File: src/rtl/jtag_pkg.sv
// jtag_pkg: TAP state encoding, host command opcodes, sequencer states and the TAP next-state function.
package jtag_pkg;
  typedef enum logic [3:0] {
    TAP_TLR, TAP_RTI,
    TAP_SEL_DR, TAP_CAP_DR, TAP_SH_DR, TAP_EX1_DR, TAP_PAU_DR, TAP_EX2_DR, TAP_UPD_DR,
    TAP_SEL_IR, TAP_CAP_IR, TAP_SH_IR, TAP_EX1_IR, TAP_PAU_IR, TAP_EX2_IR, TAP_UPD_IR
  } tap_state_e;
  typedef enum logic [1:0] {OP_RESET, OP_SCAN_IR, OP_SCAN_DR, OP_IDLE} cmd_op_e;
  typedef enum logic [2:0] {S_INIT, S_IDLE, S_WALK_IN, S_SHIFT, S_WALK_OUT, S_DWELL, S_RESP} seq_state_e;
  localparam int INIT_ONES = 5;
  function automatic tap_state_e tap_next(input tap_state_e s, input logic tms);
    case (s)
      TAP_TLR:    tap_next = tms ? TAP_TLR    : TAP_RTI;
      TAP_RTI:    tap_next = tms ? TAP_SEL_DR : TAP_RTI;
      TAP_SEL_DR: tap_next = tms ? TAP_SEL_IR : TAP_CAP_DR;
      TAP_CAP_DR: tap_next = tms ? TAP_EX1_DR : TAP_SH_DR;
      TAP_SH_DR:  tap_next = tms ? TAP_EX1_DR : TAP_SH_DR;
      TAP_EX1_DR: tap_next = tms ? TAP_UPD_DR : TAP_PAU_DR;
      TAP_PAU_DR: tap_next = tms ? TAP_EX2_DR : TAP_PAU_DR;
      TAP_EX2_DR: tap_next = tms ? TAP_UPD_DR : TAP_SH_DR;
      TAP_UPD_DR: tap_next = tms ? TAP_SEL_DR : TAP_RTI;
      TAP_SEL_IR: tap_next = tms ? TAP_TLR    : TAP_CAP_IR;
      TAP_CAP_IR: tap_next = tms ? TAP_EX1_IR : TAP_SH_IR;
      TAP_SH_IR:  tap_next = tms ? TAP_EX1_IR : TAP_SH_IR;
      TAP_EX1_IR: tap_next = tms ? TAP_UPD_IR : TAP_PAU_IR;
      TAP_PAU_IR: tap_next = tms ? TAP_EX2_IR : TAP_PAU_IR;
      TAP_EX2_IR: tap_next = tms ? TAP_UPD_IR : TAP_SH_IR;
      TAP_UPD_IR: tap_next = tms ? TAP_SEL_DR : TAP_RTI;
      default:    tap_next = TAP_TLR;
    endcase
  endfunction
endpackage

File: src/rtl/tap_state_mirror.sv
// tap_state_mirror: tracks a TAP controller's state from the TMS it is fed, one step per clock.
module tap_state_mirror
  import jtag_pkg::*;
(
  input  logic       clk,
  input  logic       rst,
  input  logic       tms,
  output tap_state_e state,
  output tap_state_e next_state
);
  assign next_state = tap_next(state, tms);
  always_ff @(posedge clk or posedge rst)
    if (rst) state <= TAP_TLR;
    else state <= next_state;
endmodule

File: src/rtl/jtag_tap_host.sv
// jtag_tap_host: JTAG host sequencer driving TMS/TDI and collecting TDO in lockstep with a TAP on TCK.
// Build option JTAG_HOST_IDLE_DWELL_EN: hold Run-Test/Idle for IDLE_CYC edges after each scan.
module jtag_tap_host
  import jtag_pkg::*;
#(
  parameter int MAX_LEN = 32,
  parameter int LEN_W = 6
`ifdef JTAG_HOST_IDLE_DWELL_EN
  , parameter int IDLE_CYC = 4
`endif
) (
  input  logic               TCK,
  input  logic               reset,
  input  logic               cmd_valid,
  output logic               cmd_ready,
  input  logic [1:0]         cmd_op,
  input  logic [LEN_W-1:0]   cmd_len,
  input  logic [MAX_LEN-1:0] cmd_data,
  output logic               rsp_valid,
  output logic [MAX_LEN-1:0] rsp_data,
  output logic               TMS,
  output logic               TDI,
  input  logic               TDO
);
  localparam int IDX_W = $clog2(MAX_LEN);
  seq_state_e st, st_n;
  tap_state_e m, m_n;
  logic [LEN_W-1:0] cnt, cnt_n, len_q;
  logic [MAX_LEN-1:0] data_q;
  logic [IDX_W-1:0] idx;
  logic [1:0] op_q;
  logic tms_d, tdi_d, rsp_d, len_ok, at_idle, scan_go;

  tap_state_mirror u_mirror (.clk(TCK), .rst(reset), .tms(TMS), .state(m), .next_state(m_n));

  assign cmd_ready = st == S_IDLE;
  assign len_ok = cmd_len != '0 && cmd_len <= LEN_W'(MAX_LEN);
  assign at_idle = m_n == TAP_RTI;
  assign scan_go = cmd_valid && (cmd_op == OP_SCAN_IR || cmd_op == OP_SCAN_DR) && len_ok;

  always_ff @(posedge TCK or posedge reset)
    if (reset) st <= S_INIT;
    else st <= st_n;

  // cnt: init/reset ones, walk-in steps, shift bits (N-1 down to 0), walk-out steps, dwell edges
  always_comb begin
    st_n = st;
    cnt_n = cnt;
    case (st)
      S_INIT: begin
        cnt_n = cnt - LEN_W'(cnt != '0);
        st_n = at_idle ? S_IDLE : S_INIT;
      end
      S_IDLE: if (cmd_valid) begin
        st_n = cmd_op == OP_RESET ? S_INIT : scan_go ? S_WALK_IN : S_RESP;
        cnt_n = cmd_op == OP_RESET ? LEN_W'(INIT_ONES - 1) : cmd_op == OP_SCAN_IR ? LEN_W'(2) : LEN_W'(1);
      end
      S_WALK_IN: begin
        st_n = cnt == '0 ? S_SHIFT : S_WALK_IN;
        cnt_n = cnt == '0 ? len_q - LEN_W'(1) : cnt - LEN_W'(1);
      end
      S_SHIFT: begin
        st_n = cnt == '0 ? S_WALK_OUT : S_SHIFT;
        cnt_n = cnt == '0 ? LEN_W'(1) : cnt - LEN_W'(1);
      end
      S_WALK_OUT: begin
        cnt_n = cnt - LEN_W'(cnt != '0);
`ifdef JTAG_HOST_IDLE_DWELL_EN
        if (at_idle) begin
          st_n = S_DWELL;
          cnt_n = LEN_W'(IDLE_CYC - 1);
        end
`else
        st_n = at_idle ? S_IDLE : S_WALK_OUT;
`endif
      end
`ifdef JTAG_HOST_IDLE_DWELL_EN
      S_DWELL: begin
        st_n = cnt == '0 ? S_IDLE : S_DWELL;
        cnt_n = cnt - LEN_W'(cnt != '0);
      end
`endif
      S_RESP: st_n = S_IDLE;
      default: st_n = S_INIT;
    endcase
  end

  // TMS is chosen one edge ahead: the TAP samples it on the following edge
  always_comb begin
    tms_d = 1'b0;
    tdi_d = 1'b0;
    rsp_d = 1'b0;
    case (st)
      S_INIT: begin
        tms_d = cnt != '0;
        rsp_d = at_idle && op_q == OP_RESET;
      end
      S_IDLE: tms_d = cmd_valid && (cmd_op == OP_RESET || scan_go);
      S_WALK_IN: tms_d = op_q == OP_SCAN_IR && cnt == LEN_W'(2);
      S_SHIFT: begin
        tms_d = cnt == '0;
        tdi_d = data_q[0];
      end
`ifdef JTAG_HOST_IDLE_DWELL_EN
      S_WALK_OUT: tms_d = cnt == LEN_W'(1);
      S_DWELL: rsp_d = cnt == '0;
`else
      S_WALK_OUT: begin
        tms_d = cnt == LEN_W'(1);
        rsp_d = at_idle;
      end
`endif
      S_RESP: rsp_d = 1'b1;
      default: ;
    endcase
  end

  always_ff @(posedge TCK or posedge reset)
    if (reset) begin
      TMS <= 1'b1;
      TDI <= 1'b0;
      rsp_valid <= 1'b0;
      rsp_data <= '0;
      cnt <= LEN_W'(INIT_ONES);
      len_q <= '0;
      data_q <= '0;
      idx <= '0;
      op_q <= OP_IDLE;
    end else begin
      TMS <= tms_d;
      TDI <= tdi_d;
      rsp_valid <= rsp_d;
      cnt <= cnt_n;
      if (cmd_valid && cmd_ready) begin
        len_q <= cmd_len;
        data_q <= cmd_data;
        op_q <= cmd_op;
        rsp_data <= '0;
        idx <= '0;
      end else begin
        if (st == S_SHIFT) data_q <= data_q >> 1;
        if (m == TAP_SH_DR || m == TAP_SH_IR) begin
          rsp_data[idx] <= TDO;
          idx <= idx + IDX_W'(1);
        end
      end
    end
endmodule

File: config.mk
export PLATFORM = sky130hd
export DESIGN_NAME = jtag_tap_host
export DESIGN_NICKNAME = d
export VERILOG_FILES = /design/src/rtl/jtag_pkg.sv /design/src/rtl/tap_state_mirror.sv /design/src/rtl/jtag_tap_host.sv
export SDC_FILE = /design/constraint.sdc
export NUM_CORES = 1
export LEC_CHECK = 0
export BUFFER_PORTS_ARGS = -buffer_cell sky130_fd_sc_hd__buf_4
export CAP_MARGIN = 15
export CORE_ASPECT_RATIO = 2
export CORE_MARGIN = 2
export CORE_UTILIZATION = 57
export CTS_BUF_LIST = sky130_fd_sc_hd__clkbuf_16
export CTS_CLUSTER_SIZE = 30
export DETAILED_ROUTE_END_ITERATION = 10
export HOLD_SLACK_MARGIN = 0.08
export PLACE_DENSITY = 0.81
export SYNTH_ARGS = -nofsm -noshare
export SYNTH_HDL_FRONTEND = slang
export SYNTH_SLANG_ARGS = --single-unit
File: constraint.sdc
create_clock -name TCK -period 3.16 [get_ports TCK]
set_input_delay 0.474 -clock TCK [delete_from_list [all_inputs] [get_ports TCK]]
set_output_delay 0.474 -clock TCK [all_outputs]
set_load 0.05 [all_outputs]
==> qor.csv, run 1 <==
stage;metric;value;unit
grt;vias in the first global route;3936;
grt;total congestion overflow after global routing;0;
yosys;Primary FF master, synth;dfrtp_1;
timing;crit share post-route;73.17;%
yosys;Synth warnings;0;
clock_tree;Clock Latency Late Sink;340;ps
yosys;cell taking the most area after synthesis;dfrtp_1;
worst_setup_path;startpoint type of the worst setup path;flip-flop;
cells_and_area;leading cell type in the layout, fill and taps excluded;nand2_1;
worst_setup_path;most common cell type on the critical path;ha_1;
die;total number of placement rows;47;
routing;first-iteration detailed-routing DRC count;355;
yosys;post-synthesis instance area;4842;um2
yosys;fraction of synthesis flops using an asynchronous set or reset pin;100.0;%
worst_setup_path;R2R depth;10;
yosys;number of flip-flops and latches in the synthesized netlist;93;
timing;Relative slew margins;65.98;%
power;maximum vdd ir drop;0.8018;mV
grt;wire length of the first global-routing pass;18510;um
worst_setup_path;required time at the worst-slack endpoint;3430;ps
worst_setup_path;largest fanout of any net on the critical path;9;
min_path;worst min path class;in -> async;
cells_and_area;final core area utilization;69.58;%
timing;timing-limited maximum frequency;432.5;MHz
yosys;number of distinct standard cells referenced by the synthesized netlist;53;
placement;Placement Setup Slack;873.0;ps
timing;worst-margin pin slew;509.8;ps
cells_and_area;share of post-route cells with drive strength above 1;21.06;%
routing;post-detailed-route count of antenna-violating nets;0;
routing;detailed-route via count;3886;
routing;Residual DRC;0;
clock_tree;clock slew at the register clock pins of the worst setup and hold paths;70;ps
worst_setup_path;destination of the worst register-to-register timing path;cnt[2]$_DFFE_PP1P_;
cells_and_area;post-route insts no fill;682;
worst_setup_path;Critical path buffers and inverters;2;
cells_and_area;diode insertion count for antenna repair;0;
clock_tree;CTS sink cnt;93;
timing;count of pins over their slew limit;0;
die;Die X;69.17;um
worst_setup_path;type of destination of the critical path;flip-flop;
die;total I/O pin count;80;
clock_tree;number of CTS-inserted buffers;9;
cells_and_area;leading cell types in the layout, fill and taps excluded;113 x nand2_1, 88 x dfrtp_1, 81 x buf_4;
die;placeable core area;8292;um2
grt;initial antenna violation count;0;
clock_tree;clock tree from TritonCTS;yes;
status;status;complete, no violations;
worst_setup_path;CP peak stage delay;570;ps
routing;routed wire length;10940;um
die;Vert. Die Dim;134.3;um
clock_tree;setup repair bufs after CTS;0;
power;static leakage power;0.002978;uW
grt;global router's overall resource usage;24.55;%
clock_tree;total of cells resized after clock tree synthesis;0;
yosys;number of enable-type register cells in the synthesized netlist;0;
power;power density normalized to cell area;943.1;nW/um2
worst_setup_path;start point of the critical path;cnt[0]$_DFFE_PP1P_;
worst_setup_path;Cell Chain, Critical Path;inv_1 -> ha_1 -> and2_1 -> inv_2 -> ha_1 -> ha_1 -> xnor2_1 -> a21oi_1 -> o221ai_1 -> nand2_1;
timing;Worst Setup Slack, final;847.8;ps
worst_setup_path;internal reg-to-reg setup slack;850;ps
cells_and_area;area overhead of the layout relative to synthesis;19.15;%
grt;largest net degree at the start of global routing;71;
yosys;largest cells by area after synthesis;dfrtp_1 45%, nand2_1 8.8%, mux2i_1 6.6%, a22oi_1 5.4%, nor2_1 4.4%;
yosys;syn nets;576;
timing;setup repair after global routing missed its margin;false;
routing;WL per Instance;16.04;um
routing;number of vias per cell;5.698;
yosys;per-instance average area after synthesis;9.348;um2
timing;minimum hold slack;152.0;ps
clock_tree;count of hold-fix buffers inserted at cts;0;
yosys;share of the yosys chip area belonging to registers;48.19;%
worst_setup_path;dominant delay contributor by cell family on the critical path;adder cells;
timing;skew final;4.876;ps
worst_setup_path;startpoint of the most critical register-to-register path;cnt[0]$_DFFE_PP1P_;
timing;Final setup violation count;0;
clock_tree;H-tree levels;3;
placement;Detailed Place HPWL;7772;um
worst_setup_path;slowest stage cell on the critical path;dfstp_2;
timing;final number of hold-violating endpoints;0;
yosys;Synth top area share;45.48;%
timing;Min Clock Period, post-route;2312;ps
routing;length of the first detailed-routing pass in iterations;7;
cells_and_area;final-stage net count;637;
worst_setup_path;Arrival @ worst endpoint;2580;ps
placement;number of port buffers;79;
placement;weighted congestion reported at the end of routability-driven placement;0.8592;
timing;final-layout setup total negative slack;0;ps
clock_tree;buffer levels on the longest clock path;2;
placement;number of placed instances with taps included;666;
clock_tree;library cell used as clock root buffer;clkbuf_16;
worst_setup_path;critical path start-end classification;reg -> reg;
yosys;post-synthesis instance total;518;
job;max-cap check violation count;0;
die;initial cell density of the core;58.40;%
die;Die Area;9293;um2
registers in the layout, summed over array words and instances (netlist names), 2 cells and up:
name,count
op_q,2
u_mirror.state,4
rsp_data,32
st,3
len_q,6
data_q,32
idx,5
cnt,6
how the worst max path moves through the flow:
stage,endpoint,slack [ps],cells after the start
2_1_floorplan,TDI$_DFF_PP0_,270,1
3_3_place_gp,cnt[2]$_DFFE_PP1P_,910,10
3_5_place_dp,cnt[2]$_DFFE_PP1P_,870,10
4_1_cts,cnt[2]$_DFFE_PP1P_,840,10
5_1_grt,cnt[2]$_DFFE_PP1P_,630,9
6_report,cnt[2]$_DFFE_PP1P_,850,10
logic make-up after synthesis:
group	share of synthesized area (%)
AO/OA/AOI/OAI	14.42
XOR/XNOR	2.532
adder cells (fa/ha/maj)	3.618
buffers and inverters	4.005
flip-flops	48.19
multiplexers	8.010
AND/OR/NAND/NOR	19.23
routing by layer:
layer | global-route usage, % | share of wire, % | routed length (um) | vias to the layer above
li1 | - | - | - | 1899
met1 | 27.94 | 38 | 4166 | 1859
met2 | 43.80 | 56 | 6082 | 110
met3 | 4.358 | 3.7 | 409 | 18
met4 | 11.98 | 2.6 | 280 | 0
met5 | 0 | 0 | 0 | -
metrics by stage:
step | area (um2) | total power [uW]
floorplan | 4842 | 3806
global placement | 5487 | 4355
detailed placement | 5487 | 4433
CTS | 5769 | 5468
global route | 5769 | 5835
finish | 5769 | 5441
where the power goes:
group / total [uW] / switching, uW / internal, uW
clock network: 1030 / 483 / 545
registers: 2110 / 459 / 1650
logic: 2310 / 1420 / 890
cells in the mapped netlist (3+ instances only):
cell / count
a21boi_4: 4
a21oi_1: 15
a22oi_1: 35
and3_1: 3
buf_4: 3
clkbuf_1: 26
dfrtp_1: 88
dfstp_2: 5
ha_1: 14
inv_1: 14
mux2_2: 6
mux2i_1: 32
nand2_1: 113
nand2b_1: 4
nand3_1: 9
nor2_1: 57
nor3_1: 9
nor3b_1: 5
o211ai_1: 4
o21ai_0: 18
xnor2_1: 12
final cells by class:
type | instances | area, um2
inverters | 15 | 57.56
clock buffers | 9 | 225.2
multi-input cells | 377 | 2325
clock inverters | 7 | 57.56
well taps | 98 | 122.6
flip-flops and latches | 93 | 2333
repair buffers | 83 | 648.1
fillers | 661 | 2522
No activity file was read; power rests on OpenSTA's default activity.
==> run 2: changes to the inputs <==
- CORE_UTILIZATION: 57 -> 51
- PLACE_DENSITY: 0.81 -> 0.76
- clock period: 3.16 -> 2 ns (I/O delays scaled with it)
==> run 2 against run 1 <==
Final area is 5.3% higher. Largest cell class is now multi-input combinational cells. Count of clock-buffer cells in the layout unchanged. Highest routed layer unchanged. Die area increased by 11%. Non-clock buffer count increased by 24. Hold slack better by 32 ps. Cell count is 4.4% higher. Combinational power up 89%.
==> qor.csv, run 2 (synthesized netlist as in run 1, its figures left out) <==
stage;metric;value;unit;change
status;status;complete, no violations;;
timing;Min Clock Period, post-route;1912;ps;-399.8 ps
power;static leakage power;0.003133;uW;+5.2%
placement;weighted congestion reported at the end of routability-driven placement;0.8947;;+4.1%
worst_setup_path;startpoint type of the worst setup path;flip-flop;;
clock_tree;library cell used as clock root buffer;clkbuf_16;;
clock_tree;H-tree levels;3;;unchanged
power;final total power;9342;uW;+72%
cells_and_area;diode insertion count for antenna repair;0;;unchanged
timing;timing-limited maximum frequency;522.9;MHz;+21%
die;initial cell density of the core;51.95;%;-6.5 points
power;power density normalized to cell area;1538;nW/um2;+63%
routing;Residual DRC;0;;unchanged
placement;number of port buffers;79;;unchanged
timing;worst-margin pin slew;558.6;ps;+48.84 ps
routing;first-iteration detailed-routing DRC count;317;;-11%
grt;wire length of the first global-routing pass;19600;um;+5.9%
timing;crit share post-route;95.62;%;+22 points
timing;final number of hold-violating endpoints;0;;unchanged
routing;post-detailed-route count of antenna-violating nets;0;;unchanged
cells_and_area;area overhead of the layout relative to synthesis;25.48;%;
timing;setup repair after global routing missed its margin;true;;
placement;Placement Setup Slack;-10.83;ps;-883.8 ps
cells_and_area;Largest regs;data_q (32), rsp_data (32);;
worst_setup_path;type of destination of the critical path;flip-flop;;
grt;largest net degree at the start of global routing;47;;-34%
die;placeable core area;9321;um2;+12%
cells_and_area;cell area after layout;6076;um2;+5.3%
clock_tree;CTS sink cnt;93;;unchanged
min_path;Worst Hold Launch;cmd_data[21];;
min_path;worst min path class;in -> reg;;
placement;Detailed Place HPWL;8696;um;+12%
worst_setup_path;startpoint of the most critical register-to-register path;cnt[4]$_DFFE_PP0P_;;
routing;number of vias per cell;5.787;;+1.6%
worst_setup_path;largest fanout of any net on the critical path;3;;-6
grt;total congestion overflow after global routing;0;;unchanged
grt;initial antenna violation count;0;;unchanged
routing;length of the first detailed-routing pass in iterations;5;;-2
die;total I/O pin count;80;;unchanged
worst_setup_path;critical path start-end classification;reg -> reg;;
grt;global router's overall resource usage;24.20;%;-0.34 points
clock_tree;clock tree from TritonCTS;yes;;
timing;skew final;5.270;ps;+0.3935 ps
clock_tree;Clock Latency Late Sink;340;ps;about the same
routing;detailed-route via count;4120;;+6.0%
clock_tree;clock slew at the register clock pins of the worst setup and hold paths;70;ps;about the same
placement;placed inst area;5703;um2;+3.9%
routing;routed wire length;11990;um;+9.6%
timing;Final setup violation count;0;;unchanged
worst_setup_path;Arrival @ worst endpoint;2180;ps;-400 ps
cells_and_area;share of post-route cells with drive strength above 1;25.16;%;+4.1 points
worst_setup_path;start point of the critical path;cnt[4]$_DFFE_PP0P_;;
clock_tree;buffer levels on the longest clock path;2;;unchanged
clock_tree;number of CTS-inserted buffers;9;;unchanged
die;total number of placement rows;50;;+6.4%
die;Die X;72.90;um;+5.4%
cells_and_area;leading cell type in the layout, fill and taps excluded;nand2_1;;
die;Die Area;10340;um2;+11%
timing;Worst Setup Slack, final;87.60;ps;-760.2 ps
cells_and_area;final-stage net count;661;;+3.8%
timing;count of pins over their slew limit;0;;unchanged
worst_setup_path;required time at the worst-slack endpoint;2270;ps;-1160 ps
cells_and_area;leading cell types in the layout, fill and taps excluded;113 x nand2_1, 102 x buf_4, 87 x dfrtp_1;;
routing;WL per Instance;16.83;um;+5.0%
grt;vias in the first global route;4240;;+7.7%
power;maximum vdd ir drop;0.9661;mV;+20%
die;Vert. Die Dim;141.8;um;+5.5%
job;max-cap check violation count;0;;unchanged
timing;final-layout setup total negative slack;0;ps;unchanged
timing;Relative slew margins;62.68;%;-3.3 points
-- run 2: power by group --
part	switching (uW)	internal (uW)	leakage [uW]
sequential	532	2610	0.00120
combinational	2620	1740	0.00177
clock	743	1100	0.000162
-- run 2: path summary, 6_finish.rpt --
path,endpoint,cells after the start,slack [ps]
min in group asynchronous,u_mirror.state[1]$_DFF_PP0_,3,570
worst min register to register,data_q[0]$_DFFE_PP0P_,2,470
worst min-delay path,data_q[21]$_DFFE_PP0P_,3,180
max in group asynchronous,data_q[7]$_DFFE_PP0P_,4,820
worst max register to register,cnt[2]$_DFFE_PP1P_,9,90
worst max-delay path,cnt[2]$_DFFE_PP1P_,9,90
-- run 2: worst max-delay path, cell delays in order (launching register included) --
cell      delay, ps
dfrtp_1         410
nor4_4          310
and2_4          210
inv_4            40
ha_4            160
ha_4            170
xnor2_2         150
a21oi_1          90
o221ai_1        220
nand2_1          70
-- run 2: area by class of cell --
type | count | area, um2
well taps | 104 | 130.1
repair buffers | 107 | 855.8
flip-flops and latches | 93 | 2335
clock buffers | 9 | 225.2
inverters | 15 | 62.56
clock inverters | 7 | 95.09
multi-input cells | 377 | 2372
fillers | 744 | 3246
-- run 2: stage by stage --
stage                     utilization, %  instances  hold WS, ps
final                              65.18        712        183.7
after floorplan                        -        518        416.8
after detailed placement           61.18        694        391.2
after global routing               65.18        712        187.7
after global placement             61.18        694        393.3
after CTS                          64.77        711        177.8
-- run 2: repair_timing --
item,CTS,global route
hold buffers,1,0
buffers inserted,0,1
endpoints found under the setup margin,1,3
gates resized for setup,2,5
pin swaps,0,3
endpoints found under the hold margin,18,0
-- run 2: metal layers --
layer  vias up  GRT usage (%)  share of wire [%]
met1      2028          26.02                 36
li1       1946              -                  -
met4         0          11.89                3.3
met2       119          44.83                 57
met5         -              0                  0
met3        27          3.054                3.1
==> run 3: changes to the inputs <==
- ABC_AREA: unset -> 1
==> run 3 against run 2 <==
Global-route usage grew 0.11 points. Clock power is essentially flat. Critical path type unchanged. Power shrank 2.8%. Largest cell class is now flip-flops and latches. Fmax grew 0.50%. Critical endpoint unchanged. Worst setup slack gained 9.5 ps.
==> qor.csv, run 3 <==
stage;metric;value;unit;change
yosys;Primary FF master, synth;dfrtp_1;;
yosys;number of enable-type register cells in the synthesized netlist;0;;unchanged
worst_setup_path;Cell Chain, Critical Path;inv_1 -> ha_1 -> nand3_1 -> buf_4 -> nand2_1 -> nand2_1 -> nand3_1 -> o221ai_1 -> nand3_1 -> nand2_1;;
worst_setup_path;critical path start-end classification;reg -> reg;;
routing;length of the first detailed-routing pass in iterations;7;;+2
yosys;post-synthesis instance total;640;;+24%
placement;weighted congestion reported at the end of routability-driven placement;0.8914;;-0.37%
yosys;cell taking the most area after synthesis;dfrtp_1;;
yosys;number of distinct standard cells referenced by the synthesized netlist;33;;-38%
placement;number of port buffers;79;;unchanged
cells_and_area;diode insertion count for antenna repair;0;;unchanged
timing;final-layout setup total negative slack;0;ps;unchanged
worst_setup_path;R2R depth;10;;+1
grt;total congestion overflow after global routing;0;;unchanged
yosys;Synth warnings;0;;unchanged
worst_setup_path;slowest stage cell on the critical path;dfstp_2;;
clock_tree;number of CTS-inserted buffers;9;;unchanged
placement;Placement Setup Slack;30.44;ps;+41.27 ps
timing;timing-limited maximum frequency;525.5;MHz;+0.50%
clock_tree;H-tree levels;3;;unchanged
timing;Relative slew margins;58.56;%;-4.1 points
timing;setup repair after global routing missed its margin;false;;
die;initial cell density of the core;51.81;%;-0.13 points
yosys;library cell with the highest instance count after synthesis;nand2_1;;
cells_and_area;share of post-route cells with drive strength above 1;17.84;%;-7.3 points
clock_tree;Clock Latency Late Sink;340;ps;about the same
yosys;number of flip-flops and latches in the synthesized netlist;93;;unchanged
min_path;cell depth of the worst hold path;3;;unchanged
yosys;post-synthesis instance area;4992;um2;+3.1%
clock_tree;setup repair bufs after CTS;0;;unchanged
job;max-cap check violation count;0;;unchanged
die;total I/O pin count;80;;unchanged
placement;number of placed instances with taps included;838;;+21%
worst_setup_path;required time at the worst-slack endpoint;2290;ps;+20 ps
routing;detailed-route via count;4460;;+8.3%
placement;Detailed Place HPWL;8976;um;+3.2%
worst_setup_path;startpoint of the most critical register-to-register path;cnt[0]$_DFFE_PP1P_;;
power;static leakage power;0.003326;uW;+6.2%
timing;count of pins over their slew limit;0;;unchanged
routing;number of vias per cell;5.216;;-9.9%
worst_setup_path;Critical path buffers and inverters;2;;+1
status;status;complete, no violations;;
routing;first-iteration detailed-routing DRC count;322;;+1.6%
routing;Residual DRC;0;;unchanged
min_path;Worst Hold Launch;cmd_data[11];;
worst_setup_path;internal reg-to-reg setup slack;100;ps;about the same
worst_setup_path;CP peak stage delay;570;ps;+160 ps
die;placeable core area;9635;um2;+3.4%
grt;wire length of the first global-routing pass;19990;um;+2.0%
cells_and_area;leading cell type in the layout, fill and taps excluded;nand2_1;;
cells_and_area;post-route insts no fill;855;;+20%
routing;routed wire length;12060;um;+0.63%
grt;largest net degree at the start of global routing;52;;+11%
timing;worst-margin pin slew;616.9;ps;+58.26 ps
cells_and_area;leading cell types in the layout, fill and taps excluded;188 x nand2_1, 110 x inv_1, 88 x dfrtp_1;;
die;Die X;73.96;um;+1.5%
grt;initial antenna violation count;0;;unchanged
cells_and_area;final core area utilization;63.47;%;-1.7 points
timing;Min Clock Period, post-route;1903;ps;-9.516 ps
timing;skew final;6.702;ps;+1.432 ps
yosys;largest cells by area after synthesis;dfrtp_1 44%, nand2_1 14%, inv_1 8.3%, o221ai_1 6.0%, ha_1 3.5%;;
clock_tree;clock slew at the register clock pins of the worst setup and hold paths;70;ps;about the same
min_path;hold-critical path endpoint;data_q[11]$_DFFE_PP0P_;;
cells_and_area;Largest regs;data_q (32), rsp_data (32);;
worst_setup_path;largest fanout of any net on the critical path;11;;+8
power;maximum vdd ir drop;0.9115;mV;-5.6%
worst_setup_path;Arrival @ worst endpoint;2190;ps;about the same
yosys;per-instance average area after synthesis;7.800;um2;-17%
min_path;worst min path class;in -> reg;;
clock_tree;library cell used as clock root buffer;clkbuf_16;;
worst_setup_path;type of destination of the critical path;flip-flop;;
grt;vias in the first global route;4418;;+4.2%
worst_setup_path;startpoint type of the worst setup path;flip-flop;;
timing;Final setup violation count;0;;unchanged
cells_and_area;final-stage net count;776;;+17%
cells_and_area;area overhead of the layout relative to synthesis;22.51;%;
yosys;fraction of synthesis flops using an asynchronous set or reset pin;100.0;%;unchanged
clock_tree;clock tree from TritonCTS;yes;;
routing;WL per Instance;14.11;um;-16%
die;total number of placement rows;51;;+2.0%
yosys;syn nets;698;;+21%
clock_tree;buffer levels on the longest clock path;2;;unchanged
power;power density normalized to cell area;1485;nW/um2;-3.4%
worst_setup_path;dominant delay contributor by cell family on the critical path;simple AND/OR/NAND/NOR gates;;
yosys;share of the yosys chip area belonging to registers;46.74;%;-1.4 points
routing;post-detailed-route count of antenna-violating nets;0;;unchanged
die;Vert. Die Dim;143.9;um;+1.5%
clock_tree;CTS sink cnt;93;;unchanged
grt;global router's overall resource usage;24.32;%;+0.11 points
yosys;most numerous cell types in the synthesized netlist;188 x nand2_1, 111 x inv_1, 88 x dfrtp_1, 38 x nor2_1, 34 x o221ai_1;;
timing;final number of hold-violating endpoints;0;;unchanged
timing;crit share post-route;95.14;%;-0.48 points
die;Die Area;10640;um2;+3.0%
timing;Worst Setup Slack, final;97.12;ps;+9.515 ps
worst_setup_path;destination of the worst register-to-register timing path;cnt[2]$_DFFE_PP1P_;;
yosys;Synth top area share;44.11;%;-1.4 points
==> run 3: cell types whose count changed after synthesis, sizes merged, moves of 4 or more <==
cell	change
a22oi	-35
buf	+6
clkbuf	-18
inv	+102
mux2	-6
mux2i	-32
nand2	+77
nand2b	-4
nand3	+17
nor2	-14
nor3b	-5
o21ai	+36
o221ai	+32
xnor2	-11
==> run 3: layout make-up <==
class | count | area (um2)
clock buffer | 9 | 225.2
clock inverter | 7 | 97.59
multi-input combinational | 409 | 2113
sequential | 93 | 2333
tap | 132 | 165.2
timing repair buffer | 88 | 738.2
fill | 825 | 3520
inverter | 117 | 442.9
==> run 3: metrics by stage <==
step	hold slack [ps]	power [uW]	area [um2]
after detailed placement	395.0	7177	5761
after floorplan	416.6	6076	4996
after global routing	169.2	9795	6116
final	167.1	9082	6116
after global placement	393.7	7041	5761
after CTS	159.5	9051	6093
==> run 3: repair_timing <==
item,in CTS,in global routing
hold buffers,1,0
setup endpoints to repair,0,4
resized for setup,0,6
hold endpoints to repair,15,0
==> run 3: layer usage <==
metal	vias to the layer above	GRT usage, %	part of all wire [%]	routed length [um]
met4	0	10.91	2.9	355
met5	-	0	0	0
met1	2097	26.44	36	4391
met2	136	44.69	57	6842
met3	30	3.717	3.9	472
li1	2197	-	-	-
==> run 3: worst register-to-register path, stage by stage (launching register included) <==
cell,delay [ps]
dfstp_2,570
inv_1,100
ha_1,260
nand3_1,130
buf_4,190
nand2_1,80
nand2_1,190
nand3_1,100
o221ai_1,80
nand3_1,100
nand2_1,70
==> run 3: kinds of logic after synthesis <==
group	after synthesis	share of synthesized area [%]
simple gates	281	23.61
buf+inv	138	11.38
compound gates	108	13.71
flops	93	46.74
fa+ha+maj	14	3.509
xor+xnor	6	1.053
==> run 3: where the power goes <==
group	internal (uW)	switching, uW
Clock	1100	745
Combinational	1410	2740
Sequential	2630	454
Total	5140	3940
==> run 3: worst max-delay path by stage <==
stage | end | slack, ps | depth (start not counted) | from
after floorplan | cnt[2]$_DFFE_PP1P_ | 60 | 11 | cnt[0]$_DFFE_PP1P_
after global placement | cnt[2]$_DFFE_PP1P_ | 140 | 10 | cnt[0]$_DFFE_PP1P_
after detailed placement | cnt[2]$_DFFE_PP1P_ | 30 | 10 | cnt[0]$_DFFE_PP1P_
after CTS | cnt[2]$_DFFE_PP1P_ | 30 | 10 | cnt[0]$_DFFE_PP1P_
after global routing | rsp_valid$_DFF_PP0_ | 2 | 10 | TMS$_DFF_PP1_
final | cnt[2]$_DFFE_PP1P_ | 100 | 10 | cnt[0]$_DFFE_PP1P_
